$ cat config.mk
export PLATFORM = sky130hd
export DESIGN_NAME = snes_pad_poller_flat
export DESIGN_NICKNAME = d
export VERILOG_FILES = /design/src/rtl/snes_pad_poller_if.sv /design/src/rtl/snes_pad_poller.sv /design/src/flat_wrapper.sv
export SDC_FILE = /design/constraint.sdc
export NUM_CORES = 1
export LEC_CHECK = 0
export CAP_MARGIN = 25
export CORE_MARGIN = 5
export CORE_UTILIZATION = 35
export DETAILED_ROUTE_END_ITERATION = 8
export PLACE_DENSITY = 0.56
export SLEW_MARGIN = 20
export SYNTH_ARGS = -nofsm -noshare
export SYNTH_HDL_FRONTEND = slang
export SYNTH_SLANG_ARGS = --single-unit
$ cat constraint.sdc
create_clock -name clk -period 2.58 [get_ports clk]
set_input_delay 0.516 -clock clk [delete_from_list [all_inputs] [get_ports clk]]
set_output_delay 0.516 -clock clk [all_outputs]
set_load 0.01 [all_outputs]
$ cat src/rtl/snes_pad_poller_if.sv
// Pad-side and consumer-side signal bundle for the SNES pad poller.
// The poller drives through the master modport; the consumer uses slave.
interface snes_pad_poller_if #(
    parameter int NUM_PADS = 2
);
    logic                     enable;
    logic [NUM_PADS-1:0]      serial_data;
    logic [NUM_PADS-1:0]      snes_clk;
    logic [NUM_PADS-1:0]      data_latch;
    logic [12*NUM_PADS-1:0]   buttons;
    logic [12*NUM_PADS-1:0]   pressed;
    logic [NUM_PADS-1:0]      connected;
    logic                     valid;

    modport master (
        input  enable, serial_data,
        output snes_clk, data_latch, buttons, pressed, connected, valid
    );

    modport slave (
        output enable, serial_data,
        input  snes_clk, data_latch, buttons, pressed, connected, valid
    );
endinterface

$ cat src/rtl/snes_pad_poller.sv
// Multi-pad SNES controller poller: tick divider, latch/shift FSM, per-frame
// button words with rising-edge pulses and connection detection.
module snes_pad_poller #(
    parameter int NUM_PADS   = 2,
    parameter int CLK_DIV    = 21,
    parameter int POLL_TICKS = 2000
) (
    input  logic                 clk,
    input  logic                 reset,
    snes_pad_poller_if.master    bus
);
    localparam int DIV_W = $clog2(CLK_DIV);
    localparam int GAP_W = (POLL_TICKS > 1) ? $clog2(POLL_TICKS) : 1;
    localparam logic [DIV_W-1:0] DIV_MAX = DIV_W'(CLK_DIV - 1);
    localparam logic [GAP_W-1:0] GAP_MAX = GAP_W'(POLL_TICKS - 1);

    typedef enum logic [1:0] {
        IDLE     = 2'd0,
        LATCH    = 2'd1,
        SHIFT_LO = 2'd2,
        SHIFT_HI = 2'd3
    } state_t;

    state_t                      state_q, state_d;
    logic [DIV_W-1:0]            div_q, div_d;
    logic [GAP_W-1:0]            gap_q, gap_d;
    logic [3:0]                  bit_idx_q, bit_idx_d;
    logic [NUM_PADS-1:0]         sync1_q, sync1_d;
    logic [NUM_PADS-1:0]         sync2_q, sync2_d;
    logic [NUM_PADS-1:0][15:0]   raw_q, raw_d;
    logic [12*NUM_PADS-1:0]      buttons_q, buttons_d;
    logic [12*NUM_PADS-1:0]      pressed_q, pressed_d;
    logic [NUM_PADS-1:0]         connected_q, connected_d;
    logic                        valid_q, valid_d;
    logic                        sclk_q, sclk_d;
    logic                        latch_q, latch_d;
    logic                        tick_s;

    assign tick_s = (div_q == DIV_MAX);

    // Next-state, sampling and frame-update logic.
    always_comb begin
        state_d     = state_q;
        gap_d       = gap_q;
        bit_idx_d   = bit_idx_q;
        raw_d       = raw_q;
        buttons_d   = buttons_q;
        pressed_d   = '0;
        connected_d = connected_q;
        valid_d     = 1'b0;
        sync1_d     = bus.serial_data;
        sync2_d     = sync1_q;
        div_d       = tick_s ? '0 : div_q + DIV_W'(1);

        case (state_q)
            IDLE: begin
                if (tick_s) begin
                    if (gap_q == GAP_MAX) begin
                        if (bus.enable) begin
                            state_d   = LATCH;
                            gap_d     = '0;
                            bit_idx_d = 4'd0;
                        end else begin
                            gap_d = gap_q;
                        end
                    end else begin
                        gap_d = gap_q + GAP_W'(1);
                    end
                end else begin
                    gap_d = gap_q;
                end
            end
            LATCH: begin
                // bit_idx doubles as the two-tick latch counter
                if (tick_s) begin
                    if (bit_idx_q == 4'd1) begin
                        state_d   = SHIFT_LO;
                        bit_idx_d = 4'd0;
                    end else begin
                        bit_idx_d = bit_idx_q + 4'd1;
                    end
                end else begin
                    bit_idx_d = bit_idx_q;
                end
            end
            SHIFT_LO: begin
                if (tick_s) begin
                    for (int p = 0; p < NUM_PADS; p++) begin
                        raw_d[p][bit_idx_q] = ~sync2_q[p];
                    end
                    state_d = SHIFT_HI;
                end else begin
                    state_d = SHIFT_LO;
                end
            end
            SHIFT_HI: begin
                if (tick_s) begin
                    if (bit_idx_q == 4'd15) begin
                        for (int p = 0; p < NUM_PADS; p++) begin
                            buttons_d[12*p +: 12] = raw_q[p][11:0];
                            pressed_d[12*p +: 12] = raw_q[p][11:0] & ~buttons_q[12*p +: 12];
                            connected_d[p]        = (raw_q[p][15:12] == 4'b0000);
                        end
                        valid_d   = 1'b1;
                        state_d   = IDLE;
                        bit_idx_d = 4'd0;
                    end else begin
                        bit_idx_d = bit_idx_q + 4'd1;
                        state_d   = SHIFT_LO;
                    end
                end else begin
                    state_d = SHIFT_HI;
                end
            end
            default: begin
                state_d   = IDLE;
                bit_idx_d = 4'd0;
            end
        endcase

        // Pad pins are registered from the next state so they align with state_q.
        case (state_d)
            LATCH:    begin sclk_d = 1'b1; latch_d = 1'b1; end
            SHIFT_LO: begin sclk_d = 1'b0; latch_d = 1'b0; end
            default:  begin sclk_d = 1'b1; latch_d = 1'b0; end
        endcase
    end

    // State and output registers.
    always_ff @(posedge clk or negedge reset) begin
        if (!reset) begin
            state_q     <= IDLE;
            div_q       <= '0;
            gap_q       <= '0;
            bit_idx_q   <= 4'd0;
            sync1_q     <= '0;
            sync2_q     <= '0;
            raw_q       <= '0;
            buttons_q   <= '0;
            pressed_q   <= '0;
            connected_q <= '0;
            valid_q     <= 1'b0;
            sclk_q      <= 1'b1;
            latch_q     <= 1'b0;
        end else begin
            state_q     <= state_d;
            div_q       <= div_d;
            gap_q       <= gap_d;
            bit_idx_q   <= bit_idx_d;
            sync1_q     <= sync1_d;
            sync2_q     <= sync2_d;
            raw_q       <= raw_d;
            buttons_q   <= buttons_d;
            pressed_q   <= pressed_d;
            connected_q <= connected_d;
            valid_q     <= valid_d;
            sclk_q      <= sclk_d;
            latch_q     <= latch_d;
        end
    end

    assign bus.snes_clk   = {NUM_PADS{sclk_q}};
    assign bus.data_latch = {NUM_PADS{latch_q}};
    assign bus.buttons    = buttons_q;
    assign bus.pressed    = pressed_q;
    assign bus.connected  = connected_q;
    assign bus.valid      = valid_q;
endmodule

$ cat src/flat_wrapper.sv
// flat-port wrapper written by rule: the top's interface ports become plain ports
module snes_pad_poller_flat 
#(
    parameter int NUM_PADS   = 2,
    parameter int CLK_DIV    = 21,
    parameter int POLL_TICKS = 2000
)
  (clk, reset, bus_enable, bus_serial_data, bus_snes_clk, bus_data_latch, bus_buttons, bus_pressed, bus_connected, bus_valid);
  snes_pad_poller_if #(.NUM_PADS(NUM_PADS)) bus_i ();
  input  logic clk;
  input  logic reset;
  input wire logic [$bits(bus_i.enable)-1:0] bus_enable;
  input wire logic [$bits(bus_i.serial_data)-1:0] bus_serial_data;
  output wire logic [$bits(bus_i.snes_clk)-1:0] bus_snes_clk;
  output wire logic [$bits(bus_i.data_latch)-1:0] bus_data_latch;
  output wire logic [$bits(bus_i.buttons)-1:0] bus_buttons;
  output wire logic [$bits(bus_i.pressed)-1:0] bus_pressed;
  output wire logic [$bits(bus_i.connected)-1:0] bus_connected;
  output wire logic [$bits(bus_i.valid)-1:0] bus_valid;
  assign bus_i.enable = bus_enable;
  assign bus_i.serial_data = bus_serial_data;
  assign bus_snes_clk = bus_i.snes_clk;
  assign bus_data_latch = bus_i.data_latch;
  assign bus_buttons = bus_i.buttons;
  assign bus_pressed = bus_i.pressed;
  assign bus_connected = bus_i.connected;
  assign bus_valid = bus_i.valid;
  snes_pad_poller #(.NUM_PADS(NUM_PADS), .CLK_DIV(CLK_DIV), .POLL_TICKS(POLL_TICKS)) u_core (.clk(clk), .reset(reset), .bus(bus_i));
endmodule
* After elaboration in Yosys (flattened, before gate mapping)
Index checks and enable logic that the tools add are counted.
Storage, ports and cells: bits in registers 111, input bits 5, output and inout bits 55, word-level logic and storage cells 81
Operators by class: $add $sub $neg 3, order comparisons 2, equal/unequal tests 15, multiplexer cells 32, bitwise operators 6, reduce and logical (&&, ||, !) cells 9
Operators by type and width (count):
- $mux W24 | 3
- $bwmux W16 | 2
- $mux W4 | 7
- $and A12 B12 Y12 | 2
- $not A12 Y12 | 2
- $mux W11 | 2
- $mux W2 | 7
- $pmux W4 S3 | 1
- $add A11 B1 Y11 const B | 1
- $eq A11 B11 Y1 const B | 1
- $logic_not A4 Y1 | 2
- $ne A2 B1 Y1 const B | 4
- $pmux W2 S4 | 1
- $mux W1 | 7
- $eq A2 B2 Y1 const B | 3
- $reduce_and A3 Y1 | 2
- $reduce_and A6 Y1 | 1
- $add A5 B1 Y5 const B | 1
- $eq A5 B5 Y1 const B | 1
- $lt A4 B5 Y1 const B | 1
- $mux W5 | 1
- $add A4 B1 Y4 const B | 1
- $demux W1 S4 | 1
- $eq A2 B1 Y1 const B | 2
- other kinds (9) | 11

* Logic depth before layout (Yosys ltp)
depth in word-level cells 6, mapped depth 10, mapped depth without buffers 7

* Worst setup path after synthesis
Ideal clock, no wire load.
kind reg2reg, start point register u_core.div_q[0], end point register u_core.buttons_q[0], in the netlist u_core.bus.buttons[0], arrival 1.859 ns, setup slack 0.596 ns, cell stages (with the launch flop) 11, clock period less this slack 1.984 ns, cells stage by stage dfrtp_1 > inv_1 > ha_1 > and4b_1 > buf_4 > nand2_1 > or2_1 > buf_6 > inv_12 > buf_12 > mux2_4
On the way: cells in the longest elaborated chain, start to end 2
Ends and longest elaborated chain:
- start, declared | RTL line snes_pad_poller.sv:25 | logic [DIV_W-1:0] div_q, div_d;
- start signal, assigned | RTL line snes_pad_poller.sv:147 | div_q <= div_d;
- $eq A5 B5 Y1 | RTL line snes_pad_poller.sv:39 | assign tick_s = (div_q == DIV_MAX);
- $reduce_and A3 Y1 (no source line)
- end signal, assigned | RTL line snes_pad_poller.sv:153 | buttons_q <= buttons_d;
- end, declared | RTL line snes_pad_poller.sv:31 | logic [12*NUM_PADS-1:0] buttons_q, buttons_d;
Every way passes these cells. A chain may end at the register's enable or synchronous reset.

* Worst setup path in the final report
start point register u_core.div_q[0], end point register u_core.buttons_q[21], in the netlist u_core.bus.buttons[21]
Same word-level chain as after synthesis.

==> metrics.cfg <==
[flow_run]
maxCapViolCount = 0

[global_route]
grt_max_degree = 49
antenna_found_initial = 0
track_usage_pct = 12.0
grt_pass1_vias = 3050
grt-ovfl-total = 0
grt_pass1_wl_um = 15400

[logic_synthesis]
synth_area_per_cell_sq_um = 12.1
synthAdderAreaFrac_pct = 1.90
synth_cell_types = 45
synth-edff-count = 0
synthSimpleGateAreaFrac_pct = 16.7
syn_area_sq_um = 4610
synth_top_family_by_area = simple AND/OR/NAND/NOR gates
syn_inst = 381
yosysWarningCount = 0
ys_ff_latch = 111
synthFlopType = dfrtp_1
synth-compound-area-share_pct = 8.03
synth_xor_area_share_pct = 0.570
syn-num-nets = 393
yosysSeqAreaShare_pct = 60.3
synth.mux.area_fraction_pct = 8.47
async_reset_ff_share_pct = 100

[setup_path]
worstPathArrival_ns = 2.35
max_stage_delay_ns = 0.40
r2r_start = u_core.div_q[0]
worst_path_dominant_cell_family = simple AND/OR/NAND/NOR gates
r2r_end = u_core.bus.buttons[21]
reg2reg_slack_ns = 0.45
cp_slowest_cell = dfrtp_1
r2r_cells = 7
path_max_fanout = 28
critical_path_class = flop to flop
crit_chain = inv_1 -> ha_1 -> and4b_1 -> nand2_1 -> or2_1 -> inv_12 -> mux2_2
required_ns = 2.81
end_kind = flop
worstPathBufferInverterCount = 2
worstSetupStartpointType = flop

[cts]
post_cts_resized = 0
clock_path_buffers = 2
clk_latency_ns = 0.35
cts_setup_buffers = 0
cts_sinks = 111
cts_max_level = 3
cts_tree = built
clk_pin_slew_worst_paths_ns = 0.07
cts_hold_buf = 0
tritoncts.num_buffers = 9
cts_root_buf = clkbuf_16

[power_and_ir_drop]
switching_share_pct = 21.3
power.density_nw_per_um2 = 549
p_seq_share_pct = 57.3
p_switching_uw = 651
p_int_uw = 2410
ir_drop_mv = 0.289
p_clk_share_pct = 41.0
power_frac_comb_pct = 1.6
leakage_uw = 0.00239

[placement]
hpwl_um = 6010
place_congestion = 0.789
numPortBuffers = 59
placed_area_sq_um = 5320

[timing]
finalCritPeriodShare_pct = 82.4
min_period_ns = 2.13
finalMaxSlewViolations = 0
tns_ns = 0
setup_viol = 0
tightest_slew_ns = 0.551
finalHoldViolations = 0
fin_skew_ns = 0.00976
rsz0062_at_grt = false
timing.fmax_mhz = 470
maxSlewHeadroom_pct = 63.0

[routing]
vias = 2984
wl_um = 8810
drt-initial-drc-count = 157
dr.pass1.iters = 4
drc_errors = 0
antenna_left = 0
viasPerCell = 4.84
wl_per_cell_um = 14.3

[finish]
layout-drive-gt1-share_pct = 11.4
multi_input_area_sq_um = 1640
fillers = 1211
seqCellArea_sq_um = 2780
stdcell_area_sq_um = 5580
area_delta_synth_final_pct = 21.1
nets = 448
diodes = 0

[floorplan]
rows = 42
die_area_sq_um = 15600
ios = 60
die_w_um = 125
start_util_pct = 35.2
fp.dieH_um = 125
coreArea_sq_um = 13100

[outcome]
status = finished clean

[worst_hold_path]
hp-class = primary input to asynchronous set/reset pin

-- layout make-up --
class | instances | area share, %
Inverter | 7 | 0.695
Tap cell | 176 | 3.94
Clock inverter | 4 | 0.560
Sequential cell | 111 | 49.8
Clock buffer | 11 | 4.17
Timing Repair Buffer | 64 | 11.4
Multi-Input combinational cell | 243 | 29.4
-- Yosys cell counts, drive strengths merged, types with 4 or more instances --
cell type  instances  share of area, %
o21ai             48               5.2
nor3               5              0.65
nor2b              4              0.54
nand2             45               3.7
o31ai              5              0.81
nand3             10               1.1
a21oi              6              0.65
nand4             20               2.7
inv                7              0.84
nor3b             25               4.1
buf               14               2.7
ha                 7               1.9
nor2               8              0.65
mux2              26               7.8
clkbuf             6              0.49
dfrtp            110                60
-- flip-flops by register name, indices dropped and copies added, names as in the netlist --
| name | cells |
|---|---|
| u_core.sync1_q | 2 |
| u_core.latch_q | 1 |
| u_core.sync2_q | 2 |
| u_core.bus.connected | 2 |
| u_core.bus.valid | 1 |
| u_core.raw_q | 32 |
| u_core.bus.buttons | 24 |
| u_core.state_q | 2 |
| u_core.sclk_q | 1 |
| u_core.bus.pressed | 24 |
| u_core.div_q | 5 |
| u_core.bit_idx_q | 4 |
| u_core.gap_q | 11 |
-- worst max-delay path by stage --
stage / cells after the start / endpoint / slack [ns] / start
floorplan: 10 / u_core.bus.buttons[0] / 0.60 / u_core.div_q[0]
global placement: 5 / u_core.gap_q[9] / 0.26 / bus_enable
detailed placement: 5 / u_core.gap_q[9] / 0.22 / bus_enable
CTS: 7 / u_core.bus.buttons[21] / 0.42 / u_core.div_q[0]
global route: 7 / u_core.bus.pressed[11] / 0.28 / u_core.div_q[0]
finish: 7 / u_core.bus.buttons[21] / 0.45 / u_core.div_q[0]
-- cells by family (layout without fill, tap and decap cells) --
kind of cell	count (synthesis)	count (layout)
simple gates	137	137
flops	111	111
compound gates	67	67
mux	29	29
buf+inv	27	86
fa+ha+maj	7	7
xor+xnor	3	3
-- power by group through the flow --
stage / registers [uW] / clock network [uW] / logic [uW]
3_3_place_gp: 1790 / 0 / 52.6
3_5_place_dp: 1790 / 0 / 53.9
2_1_floorplan: 1780 / 0 / 8.58
5_1_grt: 1760 / 1370 / 60.2
4_1_cts: 1760 / 1300 / 53.9
6_report: 1760 / 1260 / 50.3
-- worst register-to-register path, cell delays in order (launching register included) --
cell and delay (ns):
dfrtp_1 0.40, inv_1 0.07, ha_1 0.19, and4b_1 0.33, nand2_1 0.09, or2_1 0.35, inv_12 0.21, mux2_2 0.36
-- per-layer routing --
metal / global-route usage [%] / up-vias / routed length, um
li1: - / 1475 / -
met1: 15.2 / 1438 / 4170
met2: 19.3 / 59 / 4120
met3: 4.29 / 12 / 390
met4: 3.61 / 0 / 130
met5: 0 / - / 0
-- cell usage in the layout (no fill, tap or decap), drive strengths merged, types with 3 or more instances in the layout --
cell / netlist / layout
dfrtp: 110 / 110
clkdlybuf4s50: 0 / 58
o21ai: 48 / 48
nand2: 45 / 45
mux2: 26 / 26
nor3b: 25 / 25
nand4: 20 / 20
clkbuf: 6 / 11
nand3: 10 / 10
nor2: 8 / 8
inv: 7 / 8
ha: 7 / 7
a21oi: 6 / 6
buf: 14 / 6
o31ai: 5 / 5
nor3: 5 / 5
nor2b: 4 / 4
mux2i: 3 / 3
nor4: 3 / 3
clkinv: 0 / 3
-- metrics by stage --
step	util, %	power (uW)	std cells	worst slack (ns)	hold WS, ns
after floorplan	-	1790	381	0.596	0.220
after global placement	40.7	1840	601	0.262	0.340
after detailed placement	40.7	1850	601	0.218	0.335
after CTS	42.7	3110	616	0.416	0.170
after global routing	42.7	3190	616	0.285	0.198
final	42.7	3060	616	0.454	0.150
(Power assumes the default switching activity.)
